--- config.mk ---
export PLATFORM = sky130hd
export DESIGN_NAME = pb_conditioner
export DESIGN_NICKNAME = d
export VERILOG_FILES = /design/src/rtl/pb_pkg.sv /design/src/rtl/pb_channel.sv /design/src/rtl/pb_conditioner.sv
export SDC_FILE = /design/constraint.sdc
export NUM_CORES = 1
export LEC_CHECK = 0
export BUFFER_PORTS_ARGS = -buffer_cell sky130_fd_sc_hd__clkbuf_2
export CORE_UTILIZATION = 38
export CTS_CLUSTER_SIZE = 28
export DETAILED_ROUTE_END_ITERATION = 7
export SETUP_SLACK_MARGIN = 0.1
export SLEW_MARGIN = 0
export SYNTH_ARGS = -nofsm -noshare
export SYNTH_HDL_FRONTEND = slang
export SYNTH_SLANG_ARGS = --single-unit
--- constraint.sdc ---
create_clock -name CLK50 -period 7.5 [get_ports CLK50]
set_input_delay 1.125 -clock CLK50 [delete_from_list [all_inputs] [get_ports CLK50]]
set_output_delay 1.125 -clock CLK50 [all_outputs]
set_load 0.005 [all_outputs]
--- src/rtl/pb_pkg.sv ---
// Shared constants and channel state encoding for the pushbutton conditioner.
package pb_pkg;

  localparam int unsigned PB_DB_CYCLES_50M  = 500_000;     // 10 ms
  localparam int unsigned PB_RPT_DELAY_50M  = 25_000_000;  // 0.5 s
  localparam int unsigned PB_RPT_PERIOD_50M = 5_000_000;   // 0.1 s

  typedef logic [1:0] pb_state_t;

  localparam pb_state_t ST_IDLE   = 2'd0;
  localparam pb_state_t ST_DELAY  = 2'd1;
  localparam pb_state_t ST_REPEAT = 2'd2;

  // Counter width able to hold values 0..n-1, never narrower than one bit.
  function automatic int unsigned cnt_w(input int unsigned n);
    return (n < 2) ? 1 : $clog2(n);
  endfunction

endpackage

--- src/rtl/pb_channel.sv ---
// One pushbutton: 2-flop synchroniser, debounce, press/release pulses and
// a hold-to-repeat step generator.
module pb_channel
  import pb_pkg::*;
#(
  parameter int unsigned DB_CYCLES  = PB_DB_CYCLES_50M,
  parameter int unsigned RPT_DELAY  = PB_RPT_DELAY_50M,
  parameter int unsigned RPT_PERIOD = PB_RPT_PERIOD_50M
) (
  input  logic clk_i,
  input  logic rst_i,
  input  logic pb_n_i,
  input  logic rpt_en_i,
  output logic pressed_o,
  output logic press_pulse_o,
  output logic release_pulse_o,
  output logic step_o
);

  localparam int unsigned DBW    = $clog2(DB_CYCLES);
  localparam int unsigned HC_MAX = (RPT_DELAY > RPT_PERIOD) ? RPT_DELAY : RPT_PERIOD;
  localparam int unsigned HCW    = cnt_w(HC_MAX);

  localparam logic [DBW-1:0] DB_LAST  = DBW'(DB_CYCLES - 1);
  localparam logic [HCW-1:0] DLY_LAST = HCW'(RPT_DELAY - 1);
  localparam logic [HCW-1:0] PER_LAST = HCW'(RPT_PERIOD - 1);

  // Synchroniser holds the active-high sense; 0 is "released".
  logic           sync1_q, sync2_q;
  logic           pressed_q, pressed_d;
  logic           press_q, press_d;
  logic           rel_q, rel_d;
  logic           step_q, step_d;
  logic [DBW-1:0] dbc_q, dbc_d;
  logic [HCW-1:0] hc_q, hc_d;
  pb_state_t      st_q, st_d;

  always_comb begin
    dbc_d     = dbc_q;
    pressed_d = pressed_q;
    press_d   = 1'b0;
    rel_d     = 1'b0;
    if (sync2_q == pressed_q) begin
      dbc_d = '0;
    end else if (dbc_q == DB_LAST) begin
      pressed_d = sync2_q;
      dbc_d     = '0;
      press_d   = sync2_q;
      rel_d     = ~sync2_q;
    end else begin
      dbc_d = dbc_q + 1'b1;
    end
  end

  // A release always wins over a repeat tick falling in the same cycle.
  always_comb begin
    st_d   = st_q;
    hc_d   = hc_q;
    step_d = 1'b0;
    if (rel_d) begin
      st_d = ST_IDLE;
      hc_d = '0;
    end else begin
      case (st_q)
        ST_IDLE: begin
          if (press_d) begin
            st_d   = ST_DELAY;
            hc_d   = '0;
            step_d = 1'b1;
          end
        end
        ST_DELAY: begin
          if (!rpt_en_i) begin
            hc_d = '0;
          end else if (hc_q == DLY_LAST) begin
            st_d   = ST_REPEAT;
            hc_d   = '0;
            step_d = 1'b1;
          end else begin
            hc_d = hc_q + 1'b1;
          end
        end
        ST_REPEAT: begin
          if (!rpt_en_i) begin
            st_d = ST_DELAY;
            hc_d = '0;
          end else if (hc_q == PER_LAST) begin
            hc_d   = '0;
            step_d = 1'b1;
          end else begin
            hc_d = hc_q + 1'b1;
          end
        end
        default: begin
          st_d = ST_IDLE;
          hc_d = '0;
        end
      endcase
    end
  end

  always_ff @(posedge clk_i or posedge rst_i) begin
    if (rst_i) begin
      sync1_q   <= 1'b0;
      sync2_q   <= 1'b0;
      pressed_q <= 1'b0;
      press_q   <= 1'b0;
      rel_q     <= 1'b0;
      step_q    <= 1'b0;
      dbc_q     <= '0;
      hc_q      <= '0;
      st_q      <= ST_IDLE;
    end else begin
      sync1_q   <= ~pb_n_i;
      sync2_q   <= sync1_q;
      pressed_q <= pressed_d;
      press_q   <= press_d;
      rel_q     <= rel_d;
      step_q    <= step_d;
      dbc_q     <= dbc_d;
      hc_q      <= hc_d;
      st_q      <= st_d;
    end
  end

  assign pressed_o       = pressed_q;
  assign press_pulse_o   = press_q;
  assign release_pulse_o = rel_q;
  assign step_o          = step_q;

endmodule

--- src/rtl/pb_conditioner.sv ---
// Conditions NB independent active-low pushbuttons into clean levels,
// press/release pulses and auto-repeating step pulses.
module pb_conditioner
  import pb_pkg::*;
#(
  parameter int unsigned NB         = 4,
  parameter int unsigned DB_CYCLES  = PB_DB_CYCLES_50M,
  parameter int unsigned RPT_DELAY  = PB_RPT_DELAY_50M,
  parameter int unsigned RPT_PERIOD = PB_RPT_PERIOD_50M
) (
  input  logic          CLK50,
  input  logic          rst,
  input  logic [NB-1:0] pb_n,
  input  logic [NB-1:0] rpt_en,
  output logic [NB-1:0] pressed,
  output logic [NB-1:0] press_pulse,
  output logic [NB-1:0] release_pulse,
  output logic [NB-1:0] step
);

  for (genvar b = 0; b < NB; b++) begin : g_ch
    pb_channel #(
      .DB_CYCLES (DB_CYCLES),
      .RPT_DELAY (RPT_DELAY),
      .RPT_PERIOD(RPT_PERIOD)
    ) u_ch (
      .clk_i          (CLK50),
      .rst_i          (rst),
      .pb_n_i         (pb_n[b]),
      .rpt_en_i       (rpt_en[b]),
      .pressed_o      (pressed[b]),
      .press_pulse_o  (press_pulse[b]),
      .release_pulse_o(release_pulse[b]),
      .step_o         (step[b])
    );
  end

endmodule

======== Yosys cells after proc, flatten, opt, wreduce, memory -nomap -nowiden ========
Cells that the tools add are included.
operators by class
  add/subtract/negate cells ............... 8
  bitwise logic cells ..................... 12
  equal/unequal tests ..................... 40
  mux-type cells .......................... 104
  reduce and logical (&&, ||, !) cells .... 12
operators with widths
  operator                                                           number
  25-bit 2-to-1 mux                                                  24
  25-bit case mux with 3 select lines                                4
  19-bit 2-to-1 mux                                                  8
  25-bit by 1-bit adder with 25-bit output, second input constant    4
  25-bit by 23-bit == test with 1-bit output, second input constant  4
  25-bit == test, second input constant                              4
  19-bit by 1-bit adder with 19-bit output, second input constant    4
  19-bit == test, second input constant                              4
  1-bit 2-to-1 mux                                                   40
  2-bit 2-to-1 mux                                                   20
  3-bit by 1-bit != test with 1-bit output, second input constant    8
  3-bit by 2-bit != test with 1-bit output, second input constant    8
  2-bit case mux with 3 select lines                                 4
  4-bit AND reduction                                                4
  1-bit inverter                                                     12
  1-bit case mux with 3 select lines                                 4
  2-bit by 1-bit == test with 1-bit output, second input constant    4
  2-bit == test, second input constant                               4
  2-bit zero test                                                    4
  2-bit AND reduction                                                4
  1-bit == test                                                      4
storage, ports and cells
  word-level logic and storage cells ...... 212
  register bits ........................... 208
  input port bits ......................... 10
  output and inout port bits .............. 16

======== Depth between registers and ports, before layout ========
  depth after elaboration ................. 6
  depth in mapped cells ................... 9
  depth with buffers taken out ............ 8

======== Modules after synthesis ========
A second synthesis with hierarchy kept.
unflattened totals
  cells, all modules ...................... 1237
  area total of the unflattened synthesis .. 11426.0 µm²
modules (own cells, without submodules)
  module                         seq. area each (µm²)  area an instance (µm²)  instances  cells an instance
  pb_channel (g_ch[0].u_ch ...)  1301.2                2845.2                  3          311
  pb_channel (g_ch[3].u_ch)      1301.2                2890.3                  1          304

======== Worst setup path after synthesis ========
No wires, ideal clock.
  path kind ............................... register to register
  from .................................... register g_ch[2].u_ch.hc_q[7]
  to ...................................... register g_ch[2].u_ch.st_q[1]
  stages on the path, launching flop included .. 7
  setup slack ............................. 4705 ps
  required time ........................... 7417 ps
  clock period less this slack ............ 2795 ps
  setup time .............................. 83 ps
  buffers on the path ..................... 0
  arrival time ............................ 2712 ps
  path through ............................ dfrtp_1 -> or4_1 -> or4_4 -> o41a_1 -> a211o_1 -> or4b_1 -> o21ai_0
on the way
  word-level cells in the longest chain between the ends .. 3
ends and longest elaborated chain
  item                                                       RTL line           text
  start, declared                                            pb_channel.sv:35   logic [HCW-1:0] hc_q, hc_d;
  start signal, assigned                                     pb_channel.sv:111  hc_q <= '0;
  start signal, assigned                                     pb_channel.sv:121  hc_q <= hc_d;
  25-bit == test                                             pb_channel.sv:75   end else if (hc_q == DLY_LAST) begin
  3-bit by 1-bit != test with 1-bit output (no source line)  --
  4-bit AND reduction (no source line)                       --
  end signal, assigned                                       pb_channel.sv:122  st_q <= st_d;
  end, declared                                              pb_channel.sv:36   pb_state_t st_q, st_d;
No other way between the ends.
A chain may end at the register's enable or synchronous reset.

======== Final worst setup path ========
  from .................................... register g_ch[0].u_ch.hc_q[10]
  to ...................................... register g_ch[0].u_ch.hc_q[5]
on the way
  word-level cells in the longest chain between the ends .. 5
  elaborated cells on any way between the ends .. 8
  classes of those cells .................. 2 x eq/ne; 6 x mux
ends and longest elaborated chain
  item                                                                          RTL line                            text
  start, declared                                                               pb_channel.sv:35
  start signal, assigned                                                        pb_channel.sv:111
  start signal, assigned                                                        pb_channel.sv:121
  25-bit by 23-bit == test with 1-bit output or 25-bit == test (tied branches)  pb_channel.sv:87, pb_channel.sv:75
  25-bit 2-to-1 mux, on equally long branches                                   pb_channel.sv:87, pb_channel.sv:75
  25-bit 2-to-1 mux, on equally long branches                                   pb_channel.sv:84, pb_channel.sv:73
  25-bit case mux with 3 select lines (*)                                       pb_channel.sv:64                    case (st_q)
  25-bit 2-to-1 mux (*)                                                         pb_channel.sv:60                    if (rel_d) begin
Every way passes the cells marked *; elsewhere a longest branch is shown, timed or not.

==> flow_metrics.env <==
export IMPL_path_clk_slew_ns=0.06
export IMPL_synth_cells=1247
export IMPL_ys_ff_latch=208
export IMPL_die_area_sq_mm=0.03052
export IMPL_async_flop_share_pct=100.0
export IMPL_post_drt_wl_per_cell_um=14.35
export IMPL_postCtsHoldBufs=0
export IMPL_cts_tree="done"
export IMPL_hold_slack_ns=0.3477
export IMPL_die_height_um=174.7
export IMPL_yosysSeqAreaShare_pct=45.92
export IMPL_via_per_inst=5.453
export IMPL_ioPinCount=26
export IMPL_grt_pass1_wl_mm=42.32
export IMPL_setup_tns_ns=0
export IMPL_drt_pre_antenna_iters=4
export IMPL_cp_arrival_ns=3.66
export IMPL_io_buffers=25
export IMPL_numClockSinks=208
export IMPL_p_per_area_mw_per_mm2=194.2
export IMPL_cts_buffers=24
export IMPL_grt_setup_unrepaired="no"
export IMPL_fin_crit_ns=3.307
export IMPL_insertion_delay_ns=0.51
export IMPL_p_leak_nw=5.289
export IMPL_areaGrowthSynthToFinish_pct=10.66
export IMPL_p_sw_mw=0.5154
export IMPL_start_kind="register"
export IMPL_syn_area_per_cell_sq_um=9.090
export IMPL_grt_max_degree=133
export IMPL_cp_max_fo=17
export IMPL_cp_required_ns=7.86
export IMPL_rows=62
export IMPL_run_status="complete, no violations"
export IMPL_antenna_found_initial=0
export IMPL_grt_overflow_total=0
export IMPL_grt_usage_pct=16.06
export IMPL_drv_cap=0
export IMPL_die_w_um=174.7
export IMPL_ir_drop_v=0.0001533
export IMPL_path_class="reg -> reg"
export IMPL_drive_above_1_share_pct=8.095
export IMPL_finalHoldViolCount=0
export IMPL_synth_edf_count=0
export IMPL_post_route_period_util_pct=44.10
export IMPL_place_congestion=0.7801
export IMPL_yosysWarnings=0
export IMPL_synth_main_ff_cell="dfrtp_1"
export IMPL_start_util_pct=39.07
export IMPL_drc=0
export IMPL_p_clk_share_pct=51.0
export IMPL_hpwlAfterDp_mm=15.42
export IMPL_finalSetupViolCount=0
export IMPL_p_total_mw=2.435
export IMPL_internal_power_mw=1.920
export IMPL_p_seq_share_pct=46.8
export IMPL_yosysUniqueCellTypes=61
export IMPL_grt_pass1_vias=8775
export IMPL_maxSlewViolCount=0
export IMPL_ctsResizeCount=0
export IMPL_cts_root_buf="clkbuf_16"
export IMPL_syn_nets=1285
export IMPL_swShare_pct=21.16
export IMPL_cts_setup_buffers=0
export IMPL_crit_path_end_kind="register"
export IMPL_insertedDiodeCount=0
export IMPL_ant_nets=0
export IMPL_max_slew_worst_pin_slew_ns=1.097
export IMPL_vias=8964
export IMPL_cts_buffer_depth=3
export IMPL_slew_headroom_pct=26.85
export IMPL_routed_wl_mm=23.58
export IMPL_clock_skew_ns=0.01004
export IMPL_power_frac_comb_pct=2.2
export IMPL_hold_path_class="reg -> reg"
export IMPL_htree_levels=1
export IMPL_syn_area_sq_mm=0.01133
export IMPL_first_iter_violations=484
export IMPL_layout_nets=1281
export IMPL_core_area_sq_mm=0.02901
export IMPL_fmax_mhz=302.4
-- layout by cell type, fill, tap and decap left out, types with 6 or more instances in the layout --
master / Yosys / final
clkbuf_16: 0 / 25
and4_1: 9 / 9
nand2b_1: 7 / 7
o31ai_1: 8 / 8
nand2_1: 158 / 158
ha_1: 28 / 28
nand4_1: 40 / 40
nor3_1: 14 / 14
nand3_1: 130 / 130
nor4bb_1: 6 / 6
o311ai_0: 46 / 46
xnor2_1: 29 / 29
or3_1: 36 / 36
dfrtp_1: 208 / 208
xor2_1: 38 / 38
clkbuf_2: 0 / 25
a21oi_1: 28 / 28
a21o_1: 10 / 10
nor4b_1: 10 / 10
or2_2: 16 / 16
o21ai_0: 60 / 60
and2_1: 10 / 10
nor4_1: 13 / 13
inv_1: 41 / 40
nor2_1: 112 / 112
o21a_1: 6 / 6
and3_1: 31 / 31
or4_1: 16 / 16
-- Yosys cell counts, types with 31 or more instances --
| cell type | instances | area (sq um) |
|---|---|---|
| nand4_1 | 40 | 250.2 |
| clkbuf_1 | 42 | 157.7 |
| dfrtp_1 | 208 | 5205 |
| nand2_1 | 158 | 593.1 |
| nand3_1 | 130 | 650.6 |
| nor2_1 | 112 | 420.4 |
| or3_1 | 36 | 225.2 |
| xor2_1 | 38 | 332.8 |
| inv_1 | 41 | 153.9 |
| o311ai_0 | 46 | 402.9 |
| and3_1 | 31 | 193.9 |
| o21ai_0 | 60 | 300.3 |
-- path summary, 6_finish.rpt --
check,start,to,slack [ns],depth (start not counted)
setup / recovery,g_ch[0].u_ch.hc_q[10],g_ch[0].u_ch.hc_q[5],4.19,6
hold / removal,g_ch[0].u_ch.sync1_q,g_ch[0].u_ch.sync2_q,0.35,0
setup reg to reg,g_ch[0].u_ch.hc_q[10],g_ch[0].u_ch.hc_q[5],4.19,6
hold reg to reg,g_ch[0].u_ch.sync1_q,g_ch[0].u_ch.sync2_q,0.35,0
max in group asynchronous,rst,g_ch[0].u_ch.release_pulse_o,5.14,3
min in group asynchronous,rst,g_ch[2].u_ch.pressed_o,0.82,2
-- critical path, stage by stage (launching register included) --
cell      delay, ns
dfrtp_1        0.43
or4b_2         0.67
nor4_1         0.61
a21boi_0       0.24
o21a_1         0.45
nand2_1        0.53
o311ai_0       0.21
-- layout make-up --
cell class              instances  area [sq um]
clock inverters                10         160.2
fillers                      2843         16470
inverters                      41         161.4
well taps                     384         480.5
repair buffers                 30         162.7
multi-input cells             938          5688
flip-flops and latches        208          5205
clock buffers                  33         685.7
-- logic make-up after synthesis --
group,Yosys count,share of synthesized area [%]
muxes,7,0.6623
DFF,208,45.92
xor gates and xnor gates,67,5.177
and+or+nand+nor,637,29.08
adders and majority gates,28,3.091
buffers and inverters,101,3.897
AOI/OAI and AO/OA,199,12.18
-- flip-flops by register name, summed over array words and instances, names as in the netlist --
signal	cells
g_ch.u_ch.press_pulse_o	4
g_ch.u_ch.st_q	8
g_ch.u_ch.sync2_q	4
g_ch.u_ch.sync1_q	4
g_ch.u_ch.release_pulse_o	4
g_ch.u_ch.hc_q	100
g_ch.u_ch.dbc_q	76
g_ch.u_ch.step_o	4
g_ch.u_ch.pressed_o	4
-- power groups by stage --
stage                     clock network [mW]  registers, mW  logic (mW)
after detailed placement                   0           1.16      0.0570
after global placement                     0           1.16      0.0564
after global routing                    1.32           1.14      0.0649
final                                   1.24           1.14      0.0539
after floorplan                            0           1.16      0.0402
after CTS                               1.28           1.14      0.0570
-- per-layer routing --
| metal | GRT usage [%] | share of wire [%] | vias to the layer above |
|---|---|---|---|
| met5 | 0 | 0 | - |
| met4 | 3.949 | 1.8 | 0 |
| met3 | 1.828 | 3.1 | 32 |
| met2 | 26.52 | 46 | 97 |
| met1 | 22.46 | 49 | 4336 |
| li1 | - | - | 4499 |
-- through the flow --
stage	cell area, sq um	worst slack [ns]	instances	util, %
2_1_floorplan	11330	0.6942	1247	-
3_3_place_gp	11700	4.273	1601	40.32
3_5_place_dp	11700	4.167	1601	40.32
4_1_cts	12540	4.159	1644	43.23
5_1_grt	12540	3.874	1644	43.23
6_report	12540	4.193	1644	43.23
Power figures use the tool's default switching activity.
